$ cat src/rtl/nes_mem_sched.sv
// -----------------------------------------------------------------------------
// nes_mem_sched
// Shares one SDRAM request port between the ROM loader and the NES core.
//  - A free-running 2-bit phase counter defines 4-clk NES slots; run_nes is the
//    NES clock enable (phase 3) and clkref = phase[1] is the SDRAM reference.
//  - Loader bytes arrive in bursts (ldr_wr pulses) and are queued in a small
//    FIFO, then issued one byte per slot from a slot register that holds the
//    SDRAM write for exactly one full slot (4 clks).
//  - While the loader owns the port (ldr_busy) NES requests are ignored;
//    otherwise the NES request signals pass straight through.
//
// Ports:
//  clk, reset                 clock, asynchronous active-high reset
//  downloading                loader download in progress
//  ldr_wr/ldr_addr/ldr_data   loader byte write (one-clk pulse)
//  cpu_addr/cpu_wr/cpu_dout   NES address / write request / write data
//  cpu_rd, ppu_rd             NES CPU and PPU read requests
//  phase, run_nes, clkref     slot timing outputs
//  mem_addr/mem_we/mem_din    SDRAM address / write / write data
//  mem_oeA, mem_oeB           SDRAM port A (CPU) / port B (PPU) reads
//  ldr_busy                   loader currently owns the SDRAM port
//  ldr_ovf                    sticky loader FIFO overflow flag
// -----------------------------------------------------------------------------
module nes_mem_sched #(
  parameter int ADDR_W  = 22,
  parameter int FIFO_AW = 2
) (
  input  logic              clk,
  input  logic              reset,
  input  logic              downloading,
  input  logic              ldr_wr,
  input  logic [ADDR_W-1:0] ldr_addr,
  input  logic [7:0]        ldr_data,
  input  logic [ADDR_W-1:0] cpu_addr,
  input  logic              cpu_wr,
  input  logic [7:0]        cpu_dout,
  input  logic              cpu_rd,
  input  logic              ppu_rd,
  output logic [1:0]        phase,
  output logic              run_nes,
  output logic              clkref,
  output logic [ADDR_W+2:0] mem_addr,
  output logic              mem_we,
  output logic [7:0]        mem_din,
  output logic              mem_oeA,
  output logic              mem_oeB,
  output logic              ldr_busy,
  output logic              ldr_ovf
);

  localparam int DEPTH = 1 << FIFO_AW;

  logic [1:0]         phase_r;
  logic [FIFO_AW:0]   wr_ptr_r;
  logic [FIFO_AW:0]   rd_ptr_r;
  logic [ADDR_W-1:0]  fifo_addr_r [DEPTH];
  logic [7:0]         fifo_data_r [DEPTH];
  logic               slot_we_r;
  logic [ADDR_W-1:0]  slot_addr_r;
  logic [7:0]         slot_data_r;
  logic               ovf_r;
  logic               dl_q_r;

  logic               slot_edge_s;
  logic               empty_s;
  logic               full_s;
  logic               pop_s;
  logic               push_s;
  logic               drop_s;
  logic               dl_rise_s;

  // FIFO status, pop/push qualification and download edge detect
  always_comb begin
    slot_edge_s = (phase_r == 2'd3);
    empty_s     = (wr_ptr_r == rd_ptr_r);
    // Full when the wrap bits differ but the index bits match.
    full_s      = (wr_ptr_r[FIFO_AW] != rd_ptr_r[FIFO_AW]) &&
                  (wr_ptr_r[FIFO_AW-1:0] == rd_ptr_r[FIFO_AW-1:0]);
    pop_s       = slot_edge_s && !empty_s;
    // A same-clock pop frees a slot, so a push onto a full FIFO is still taken.
    push_s      = ldr_wr && (!full_s || pop_s);
    drop_s      = ldr_wr && full_s && !pop_s;
    dl_rise_s   = downloading && !dl_q_r;
  end

  // Slot phase counter, wraps 3 -> 0
  always_ff @(posedge clk or posedge reset) begin
    if (reset) begin
      phase_r <= 2'd0;
    end else begin
      phase_r <= phase_r + 2'd1;
    end
  end

  // FIFO storage and write pointer
  always_ff @(posedge clk or posedge reset) begin
    if (reset) begin
      wr_ptr_r <= '0;
      for (int i = 0; i < DEPTH; i++) begin
        fifo_addr_r[i] <= '0;
        fifo_data_r[i] <= 8'h00;
      end
    end else if (push_s) begin
      fifo_addr_r[wr_ptr_r[FIFO_AW-1:0]] <= ldr_addr;
      fifo_data_r[wr_ptr_r[FIFO_AW-1:0]] <= ldr_data;
      wr_ptr_r <= wr_ptr_r + {{FIFO_AW{1'b0}}, 1'b1};
    end else begin
      wr_ptr_r <= wr_ptr_r;
    end
  end

  // Read pointer and slot register; both only move on the phase-3 clock so a
  // loader byte drives the SDRAM write for one whole slot.
  always_ff @(posedge clk or posedge reset) begin
    if (reset) begin
      rd_ptr_r    <= '0;
      slot_we_r   <= 1'b0;
      slot_addr_r <= '0;
      slot_data_r <= 8'h00;
    end else if (slot_edge_s) begin
      if (!empty_s) begin
        slot_addr_r <= fifo_addr_r[rd_ptr_r[FIFO_AW-1:0]];
        slot_data_r <= fifo_data_r[rd_ptr_r[FIFO_AW-1:0]];
        slot_we_r   <= 1'b1;
        rd_ptr_r    <= rd_ptr_r + {{FIFO_AW{1'b0}}, 1'b1};
      end else begin
        slot_we_r   <= 1'b0;
      end
    end else begin
      slot_we_r <= slot_we_r;
    end
  end

  // Sticky overflow flag, cleared by a new download starting
  always_ff @(posedge clk or posedge reset) begin
    if (reset) begin
      dl_q_r <= 1'b0;
      ovf_r  <= 1'b0;
    end else begin
      dl_q_r <= downloading;
      // A byte dropped in the same clock as a new download still counts.
      if (drop_s) begin
        ovf_r <= 1'b1;
      end else if (dl_rise_s) begin
        ovf_r <= 1'b0;
      end else begin
        ovf_r <= ovf_r;
      end
    end
  end

  // Timing outputs and ownership of the SDRAM port
  always_comb begin
    phase    = phase_r;
    run_nes  = (phase_r == 2'd3);
    clkref   = phase_r[1];
    ldr_ovf  = ovf_r;
    ldr_busy = downloading | !empty_s | slot_we_r;
  end

  // SDRAM request mux; NES requests are dropped while the loader owns the port
  always_comb begin
    if (ldr_busy) begin
      mem_addr = {3'b000, slot_addr_r};
      mem_din  = slot_data_r;
      mem_we   = slot_we_r;
      mem_oeA  = 1'b0;
      mem_oeB  = 1'b0;
    end else begin
      mem_addr = {3'b000, cpu_addr};
      mem_din  = cpu_dout;
      mem_we   = cpu_wr;
      mem_oeA  = cpu_rd;
      mem_oeB  = ppu_rd;
    end
  end

endmodule

$ cat config.mk
export PLATFORM = sky130hd
export DESIGN_NAME = nes_mem_sched
export DESIGN_NICKNAME = d
export VERILOG_FILES = /design/src/rtl/nes_mem_sched.sv
export SDC_FILE = /design/constraint.sdc
export NUM_CORES = 1
export LEC_CHECK = 0
export CORE_MARGIN = 2
export CORE_UTILIZATION = 49
export DETAILED_ROUTE_END_ITERATION = 8
export MAX_ROUTING_LAYER = met4
export PLACE_DENSITY = 0.84
export SKIP_LAST_GASP = 1
export SYNTH_ARGS = -nofsm -noshare
export SYNTH_HDL_FRONTEND = slang
export SYNTH_SLANG_ARGS = --single-unit
$ cat constraint.sdc
create_clock -name clk -period 10.4 [get_ports clk]
set_clock_uncertainty 0.15 [all_clocks]
set_input_delay 2.08 -clock clk [delete_from_list [all_inputs] [get_ports clk]]
set_output_delay 2.08 -clock clk [all_outputs]
set_load 0.005 [all_outputs]
# Word-level counts from Yosys, hierarchy flattened
# Index checks and enable logic that the tools add are counted.
word_totals:
  register_bits: 161
  in_bits: 67
  word_cells: 65
classes:
  add_sub_neg: 3
  order_cmp: 3
  eq_ne: 4
  n_mux: 20
  bitwise: 5
  reduce_logical: 14
op_table:
  columns: ["cell", "count"]
  rows:
  - ["bitwise mux 88 bit", 1]
  - ["two-way mux 22 bit", 4]
  - ["binary-select mux 22 bit (select 2 bit)", 1]
  - ["demux 22 bit (select 2 bit)", 1]
  - ["bitwise mux 32 bit", 1]
  - ["two-way mux 8 bit", 4]
  - ["binary-select mux 8 bit (select 2 bit)", 1]
  - ["demux 8 bit (select 2 bit)", 1]
  - ["logical AND 1 bit", 7]
  - ["adder 3 x 1 -> 3 bit (second input constant)", 2]
  - [">= comparator 3 bit (second input constant)", 2]
  - ["two-way mux 1 bit", 6]
  - ["inverter 2 -> 3 bit", 2]
  - ["logical NOT 1 bit", 4]
  - ["equality test 3 bit", 1]
  - ["less-than comparator 3 x 1 -> 1 bit (second input constant)", 1]
  - ["adder 2 x 1 -> 2 bit (second input constant)", 1]
  - ["equality test 2 bit", 1]
  - ["equality test 2 bit (second input constant)", 1]
  - ["bitwise OR 1 bit", 2]
  - ["AND reduction 2 bit", 1]
  - ["nonzero test 2 bit", 1]
  - ["logical OR 1 bit", 1]
  - ["!= test 1 bit", 1]
  - ["inverter 1 bit", 1]

# Depth between registers and ports, before layout
# Gate-level depths: netlist of the first run.
depth:
  depth_word: 6
  ltp_mapped: 6

# Worst setup path after synthesis of the first run
# Ideal clock, no wire load.
synth_timing:
  path_type: "input-to-output"
  startpoint: "in downloading"
  endpoint: "out mem_addr[0]"
  t_arrival_ps: 3184
  required_time_ps: 8170
  path_slack_ps: 4986
  cell_stages: 5
  n_path_buf: 2
  cell_sequence: "nor2_1 -> or4b_1 -> buf_2 -> buf_6 -> mux2_4"
synth_via:
  elab_chain_cells: 3
synth_rtl:
  columns: ["item", "line_no", "rtl"]
  rows:
  - ["start, declared", "30", "input logic downloading,"]
  - ["bitwise OR 1 bit (2 in a row)", "158", "ldr_busy = downloading | !empty_s | slot_we_r;"]
  - ["two-way mux 22 bit", "163", "if (ldr_busy) begin"]
  - ["end, declared", "42", "output logic [ADDR_W+2:0] mem_addr,"]
# No other way between the ends.

# Worst setup path after layout of the first run
layout_timing:
  startpoint: "in downloading"
  endpoint: "out mem_din[4]"
layout_via:
  elab_chain_cells: 3
layout_rtl:
  columns: ["item", "line_no", "rtl"]
  rows:
  - ["bitwise OR 1 bit (2 in a row)", "158", null]
  - ["two-way mux 8 bit", "163", null]
  - ["end, declared", "44", "output logic [7:0] mem_din,"]
# No other way between the ends.

==> results of run 1 <==
==> cell families (layout without fill, tap and decap cells) <==
| kind of cell | after synthesis | count (layout) |
|---|---|---|
| buffers and inverters | 40 | 152 |
| AOI/OAI and AO/OA | 10 | 10 |
| adders and majority gates | 6 | 6 |
| xor gates and xnor gates | 8 | 8 |
| DFF | 161 | 161 |
| muxes | 212 | 212 |
| other | 1 | 3 |
| and+or+nand+nor | 11 | 11 |
==> synthesized netlist by cell type, drive strengths merged <==
| master | count | area share, % |
|---|---|---|
| mux4 | 30 | 9.1 |
| o21ai | 1 | 0.068 |
| or4b | 1 | 0.14 |
| a41o | 1 | 0.14 |
| xnor2 | 5 | 0.59 |
| mux2 | 182 | 29 |
| inv | 8 | 0.41 |
| buf | 28 | 2.3 |
| clkbuf | 4 | 0.20 |
| conb | 1 | 0.051 |
| dfrtp | 161 | 55 |
| and2 | 4 | 0.34 |
| ha | 6 | 1.0 |
| a32o | 1 | 0.14 |
| xor2 | 3 | 0.56 |
| nor2 | 5 | 0.25 |
| o31ai | 1 | 0.17 |
| o311ai | 1 | 0.12 |
| nand2b | 1 | 0.085 |
| o41ai | 5 | 0.69 |
==> sequential cells by signal, indices dropped and copies added, names as in the netlist <==
signal / flops
fifo_addr_r: 88
fifo_data_r: 32
wr_ptr_r: 3
slot_we_r: 1
slot_addr_r: 22
dl_q_r: 1
ldr_ovf: 1
rd_ptr_r: 3
slot_data_r: 8
phase: 2
==> cell type report <==
cell class                      instances  area share (%)
Clock buffer                           22            5.17
Clock inverter                          7           0.927
Inverter                                8           0.382
Multi-Input combinational cell        250            34.8
Sequential cell                       161            43.9
Tap cell                              184            2.51
Timing Repair Buffer                  115            12.3
==> power groups by stage <==
stage / combinational, W / sequential, W / clock, W
after floorplan: 0.000830 / 0.00106 / 0
after global placement: 0.00107 / 0.00112 / 0
final: 0.00110 / 0.00115 / 0.000598
after global routing: 0.00118 / 0.00118 / 0.000637
after CTS: 0.00112 / 0.00115 / 0.000609
after detailed placement: 0.00111 / 0.00116 / 0
==> per-stage QoR <==
stage	cells	setup WS (ns)	area (µm²)
after global routing	747	3.60	9180
after global placement	718	3.77	8620
after detailed placement	718	3.69	8620
final	747	3.71	9180
after CTS	747	3.70	9180
after floorplan	451	3.82	7400
==> final timing paths <==
check                             endpoint  slack (ns)  cells after the start
max                             mem_din[4]        3.71                      6
min reg2reg                       phase[0]        0.31                      1
max in group asynchronous  fifo_data_r[24]        6.69                      3
min in group asynchronous  fifo_addr_r[80]        2.03                      2
max reg2reg                fifo_addr_r[16]        6.77                      4
min                               phase[0]        0.31                      1
==> metal layers <==
| metal | vias up | routed length, µm |
|---|---|---|
| li1 | 1853 | - |
| met1 | 2228 | 6610 |
| met2 | 90 | 7470 |
| met3 | 20 | 570 |
| met4 | 0 | 253 |
| met5 | - | 0 |
==> summary.md, run 1 <==
| Metric | Value |
|---|---|
| Mapped cell area | 0.00739 mm² |
| Slowest cell on crit path | or4b_2 |
| Status | finished clean |
| Gpl congestion | 0.732 |
| Post-synthesis sequential area ratio | 54.5% |
| Slew Viols, Final | 0 |
| Largest family of logic cells by synthesized area | multiplexers |
| Grt peak-use layer | met2 |
| Max_cap viols | 0 |
| CTS root buffer | clkbuf_16 |
| Unrepaired setup endpoints after global routing | false |
| Commonest non-fill, non-tap cells in the layout | 159 x dfrtp_1, 142 x mux2_2, 105 x clkdlybuf4s50_1 |
| Hold Slack | 0.307 ns |
| Ant diodes | 0 |
| Fmax | 0.149 GHz |
| Share of cells above drive strength 1 | 43.9% |
| Total Die Area | 0.0161 mm² |
| DIE WIDTH | 127 µm |
| CP Cell Sequence | clkdlybuf4s50_1 -> nor2_1 -> or4b_2 -> buf_4 -> mux2_4 -> clkdlybuf4s50_1 |
| Worst endpoint required time | 8.17 ns |
| TritonCTS buffer count | 17 |
| R2r startpoint | rd_ptr_r[1] |
| All-Layer GR Usage | 20.3% |
| Drt initial violations | 274 |
| Most frequent CP cell | clkdlybuf4s50_1 |
| PwrDens | 310 mW/mm² |
| Max incr delay on CP | 0.58 ns |
| Post-route setup TNS | 0 ns |
| Synth Area in Simple Gates | 0.813% |
| Worst Path Max Fanout | 33 |
| Yosys warnings | 0 |
| Clk network pwr share | 21.0% |
| Worst Hold Class | reg2reg |
| Family with the most delay on the worst path | buffers and inverters |
| I/O pins | 109 |
| CTS H-Tree Depth | 4 |
| Largest net degree at the start of global routing | 94 |
| Post-Synth XOR/XNOR Area | 1.15% |
| Drt pass-1 iters | 4 |
| Total gr overflow | 0 |
| Die height | 127 µm |
| Worst Setup Start Kind | input pin |
| Setup Fix Bufs, Post-CTS | 0 |
| Wire length per cell | 20.0 µm |
| Global-route wire length before repair | 24200 µm |
| Insertion delay to the later sink of the worst-skew pair | 0.42 ns |
| Initial core utilization | 50.5% |
| Post-synthesis mux area share | 38.3% |
| Unique masters post-synth | 27 |
| Most common cell after layout, fill and taps aside | dfrtp_1 |
| Worst setup path startpoint | downloading |
| Compound-Gate Fraction of Synth Area | 1.32% |
| Vias per cell | 5.61 |
| Post-Synth Adder-Cell Area | 1.02% |
| Post-Syn Instances | 449 |
| Total power | 0.00284 W |
| Final WL | 14900 µm |
| Mean Syn Cell Area | 16.5 µm² |
| # fillers | 1053 |
| Core ar. | 0.0146 mm² |
| Site Rows | 44 |
| Worst Setup End Kind | output pin |
| Remaining antenna violation count | 0 |
| Dpl hpwl | 9300 µm |
| Hold_buf cts | 0 |
| Vias in the first global route | 4597 |
| Post-CTS sizing | 0 |
| VDD IR max | 0.161 mV |
| Sequential cell area | 0.00403 mm² |
| Worst Tran Pin Value | 1.18 ns |
| Final min period | 6.69 ns |
| Period utilisation layout | 64.3% |
| # port buffers | 105 |
| Sw Ratio | 28.6% |
| GR Util met2 | 32.6% |
| Crit path buffers/inverters | 3 |
| Initial antenna violation count | 0 |
| Setup violations, final | 0 |
| Leak pwr | 3.95 nW |
| Critical path class | in2out |
| Area delta synth->final | 24.3% |
| Clock Pin Slew Worst Setup and Hold Paths | 0.06 ns |
| Met3 Use GR | 4.39% |
| Pint | 0.00203 W |
| Slew margin rel. | 21.2% |
| DRC | 0 |
| Met1 GRT Util | 25.7% |
| WP data arrival | 4.46 ns |
| Vias | 4191 |
| Flops & latches, synth | 161 |
| Combinational share of power | 38.7% |
| Multi-input gate area | 0.00320 mm² |
| Clk sinks | 161 |
| TritonCTS clock tree | built |
| Clock Path Buffers | 2 |
| Psw | 0.000812 W |
| Hold Fails Final Rpt | 0 |
| Hold_sp | phase[0] |
| Final Core Density | 62.7% |
| Reg power frac | 40.3% |
| Nets@finish | 626 |
(Power assumes the default switching activity.)
==> run 2: changes to the inputs <==
- clock period: 10.4 -> 6.2 ns (I/O delays scaled with it)
==> summary.md, run 2 (same netlist as run 1, synthesis figures left out) <==
| Metric | Value |
|---|---|
| Status | finished clean (unchanged) |
| Critical path class | in2out (unchanged) |
| Vias in the first global route | 4555 (was 4597) |
| Setup Fix Bufs, Post-CTS | 0 (unchanged) |
| Initial antenna violation count | 0 (unchanged) |
| Nets@finish | 627 (was 626) |
| VDD IR max | 0.265 mV (was 0.161 mV) |
| R2r endpoint | fifo_data_r[1] (was fifo_addr_r[16]) |
| Clock Pin Slew Worst Setup and Hold Paths | 0.06 ns (about the same) |
| Worst Tran Pin Value | 1.24 ns (was 1.18 ns) |
| Global-route wire length before repair | 24200 µm (about the same) |
| Max reg flops | 88 (unchanged) |
| Initial core utilization | 50.5% (unchanged) |
| Remaining antenna violation count | 0 (unchanged) |
| R2R depth | 4 (unchanged) |
| All-Layer GR Usage | 20.3% (about the same) |
| Drt pass-1 iters | 4 (unchanged) |
| Largest registers | fifo_addr_r: 88 flops, fifo_data_r: 32 flops, slot_addr_r: 22 flops (unchanged) |
| Die height | 127 µm (unchanged) |
| Slew Viols, Final | 0 (unchanged) |
| Vias | 4180 (was 4191) |
| CTS root buffer | clkbuf_16 (unchanged) |
| Commonest non-fill, non-tap cells in the layout | 159 x dfrtp_1, 142 x mux2_2, 105 x clkdlybuf4s50_1 (unchanged) |
| Total gr overflow | 0 (unchanged) |
| Worst Setup End Kind | output pin (unchanged) |
| TritonCTS buffer count | 17 (unchanged) |
| DIE WIDTH | 127 µm (unchanged) |
| PwrDens | 518 mW/mm² (was 310 mW/mm²) |
| Final WL | 14800 µm (was 14900 µm) |
| Worst Hold Class | reg2reg (unchanged) |
| Fmax | 0.186 GHz |
| DRC | 0 (unchanged) |
| Site Rows | 44 (unchanged) |
| Max_cap viols | 0 (unchanged) |
| Insertion delay to the later sink of the worst-skew pair | 0.42 ns (about the same) |
| Final Non-Filler Cells | 750 (was 747) |
| Worst setup path startpoint | downloading (unchanged) |
| Most common cell after layout, fill and taps aside | dfrtp_1 (unchanged) |
| Dpl hpwl | 9320 µm (was 9300 µm) |
| Period utilisation layout | 86.6% |
| Worst Setup Start Kind | input pin (unchanged) |
| Drt initial violations | 280 (was 274) |
| TritonCTS clock tree | built (unchanged) |
| Cell Count Post-Placement | 719 (was 718) |
| R2r setup slk | 3.10 ns (was 6.77 ns) |
| # fillers | 1031 (was 1053) |
| Share of cells above drive strength 1 | 44.2% (was 43.9%) |
| CTS H-Tree Depth | 4 (unchanged) |
| Hold Slack | 0.294 ns (was 0.307 ns) |
| Total Die Area | 0.0161 mm² (unchanged) |
| Clock Path Buffers | 2 (unchanged) |
| Biggest register | fifo_addr_r (unchanged) |
| Psw | 0.00137 W (was 0.000812 W) |
| WP data arrival | 3.98 ns (was 4.46 ns) |
| Final Core Density | 62.9% (was 62.7%) |
| Leak pwr | 3.96 nW (was 3.95 nW) |
| Core ar. | 0.0146 mm² (unchanged) |
| Gpl congestion | 0.729 (was 0.732) |
| Reg power frac | 39.2% (was 40.3%) |
| Hold Fails Final Rpt | 0 (unchanged) |
| Slew margin rel. | 16.9% (was 21.2%) |
| Setup violations, final | 0 (unchanged) |
| Largest net degree at the start of global routing | 117 (was 94) |
| Sw Ratio | 28.7% (was 28.6%) |
| Unrepaired setup endpoints after global routing | false (unchanged) |
| Wire length per cell | 19.7 µm (was 20.0 µm) |
| Clk sinks | 161 (unchanged) |
| Final min period | 5.37 ns |
| Vias per cell | 5.57 (was 5.61) |
| Hold_buf cts | 0 (unchanged) |
| R2r startpoint | phase[0] (was rd_ptr_r[1]) |
| Ant diodes | 0 (unchanged) |
| Pint | 0.00340 W (was 0.00203 W) |
| Combinational share of power | 40.0% (was 38.7%) |
| # port buffers | 105 (unchanged) |
| Area delta synth->final | 24.7% (was 24.3%) |
| Post-route setup TNS | 0 ns (unchanged) |
| Post-CTS sizing | 0 (unchanged) |
| Worst Path Max Fanout | 18 (was 33) |
| Total power | 0.00477 W (was 0.00284 W) |
| Clk network pwr share | 20.8% (was 21.0%) |
| Crit path to | mem_addr[10] (was mem_din[4]) |
| I/O pins | 109 (unchanged) |
| Worst endpoint required time | 4.81 ns (was 8.17 ns) |
==> run 2: changes by cell type in the layout (fill, tap and decap cells not counted), sizes merged <==
| cell | delta |
|---|---|
| clkinv | -3 |
| clkbuf | +6 |
| bufinv | -2 |
| clkinvlp | +1 |
| buf | +1 |
==> run 2: worst min path at each step <==
stage	start	to	slack, ns	cells past startpoint
after floorplan	phase[0]	phase[0]	0.29	1
after CTS	phase[0]	phase[0]	0.30	1
after detailed placement	phase[0]	phase[0]	0.29	1
after global routing	fifo_addr_r[50]	fifo_addr_r[50]	0.36	1
after global placement	phase[0]	phase[0]	0.29	1
final	phase[0]	phase[0]	0.29	1
==> run 2: power groups by stage <==
stage                     clock (W)  sequential, W  combinational (W)
final                      0.000995        0.00187            0.00191
after global routing        0.00105        0.00194            0.00206
after CTS                   0.00101        0.00188            0.00193
after detailed placement          0        0.00189            0.00191
after global placement            0        0.00183            0.00185
after floorplan                   0        0.00177            0.00139
==> run 2: final cells by class <==
class / count / area, µm² / area share, %
repair buffers: 116 / 1130 / 12.3
inverters: 8 / 35.0 / 0.380
multi-input cells: 250 / 3210 / 34.8
well taps: 184 / 230 / 2.50
flip-flops and latches: 161 / 4030 / 43.8
clock inverters: 3 / 17.5 / 0.190
clock buffers: 28 / 557 / 6.04
==> run 2: per-stage QoR <==
| step | area, µm² | worst slack, ns |
|---|---|---|
| after floorplan | 7400 | 0.462 |
| after global placement | 8630 | 0.907 |
| after detailed placement | 8630 | 0.866 |
| after CTS | 9200 | 0.846 |
| after global routing | 9210 | 0.720 |
| final | 9210 | 0.828 |
==> run 2: critical path, stage by stage <==
cell and delay [ns]:
clkdlybuf4s50_1 0.46, nor2_1 0.15, or4b_2 0.97, buf_4 0.37, mux2_4 0.33, clkdlybuf4s50_1 0.44
==> run 2: metal layers <==
layer | global-route usage [%] | part of all wire (%)
met4 | 7.43 | 1.5
met3 | 4.01 | 4.0
met5 | - | 0
met2 | 32.5 | 50
met1 | 26.1 | 45
==> run 3: changes to the inputs <==
- SKIP_CTS_REPAIR_TIMING: not set -> 1
==> results of run 3 <==
Final layout, timing and power as in run 2 (identical DEF).
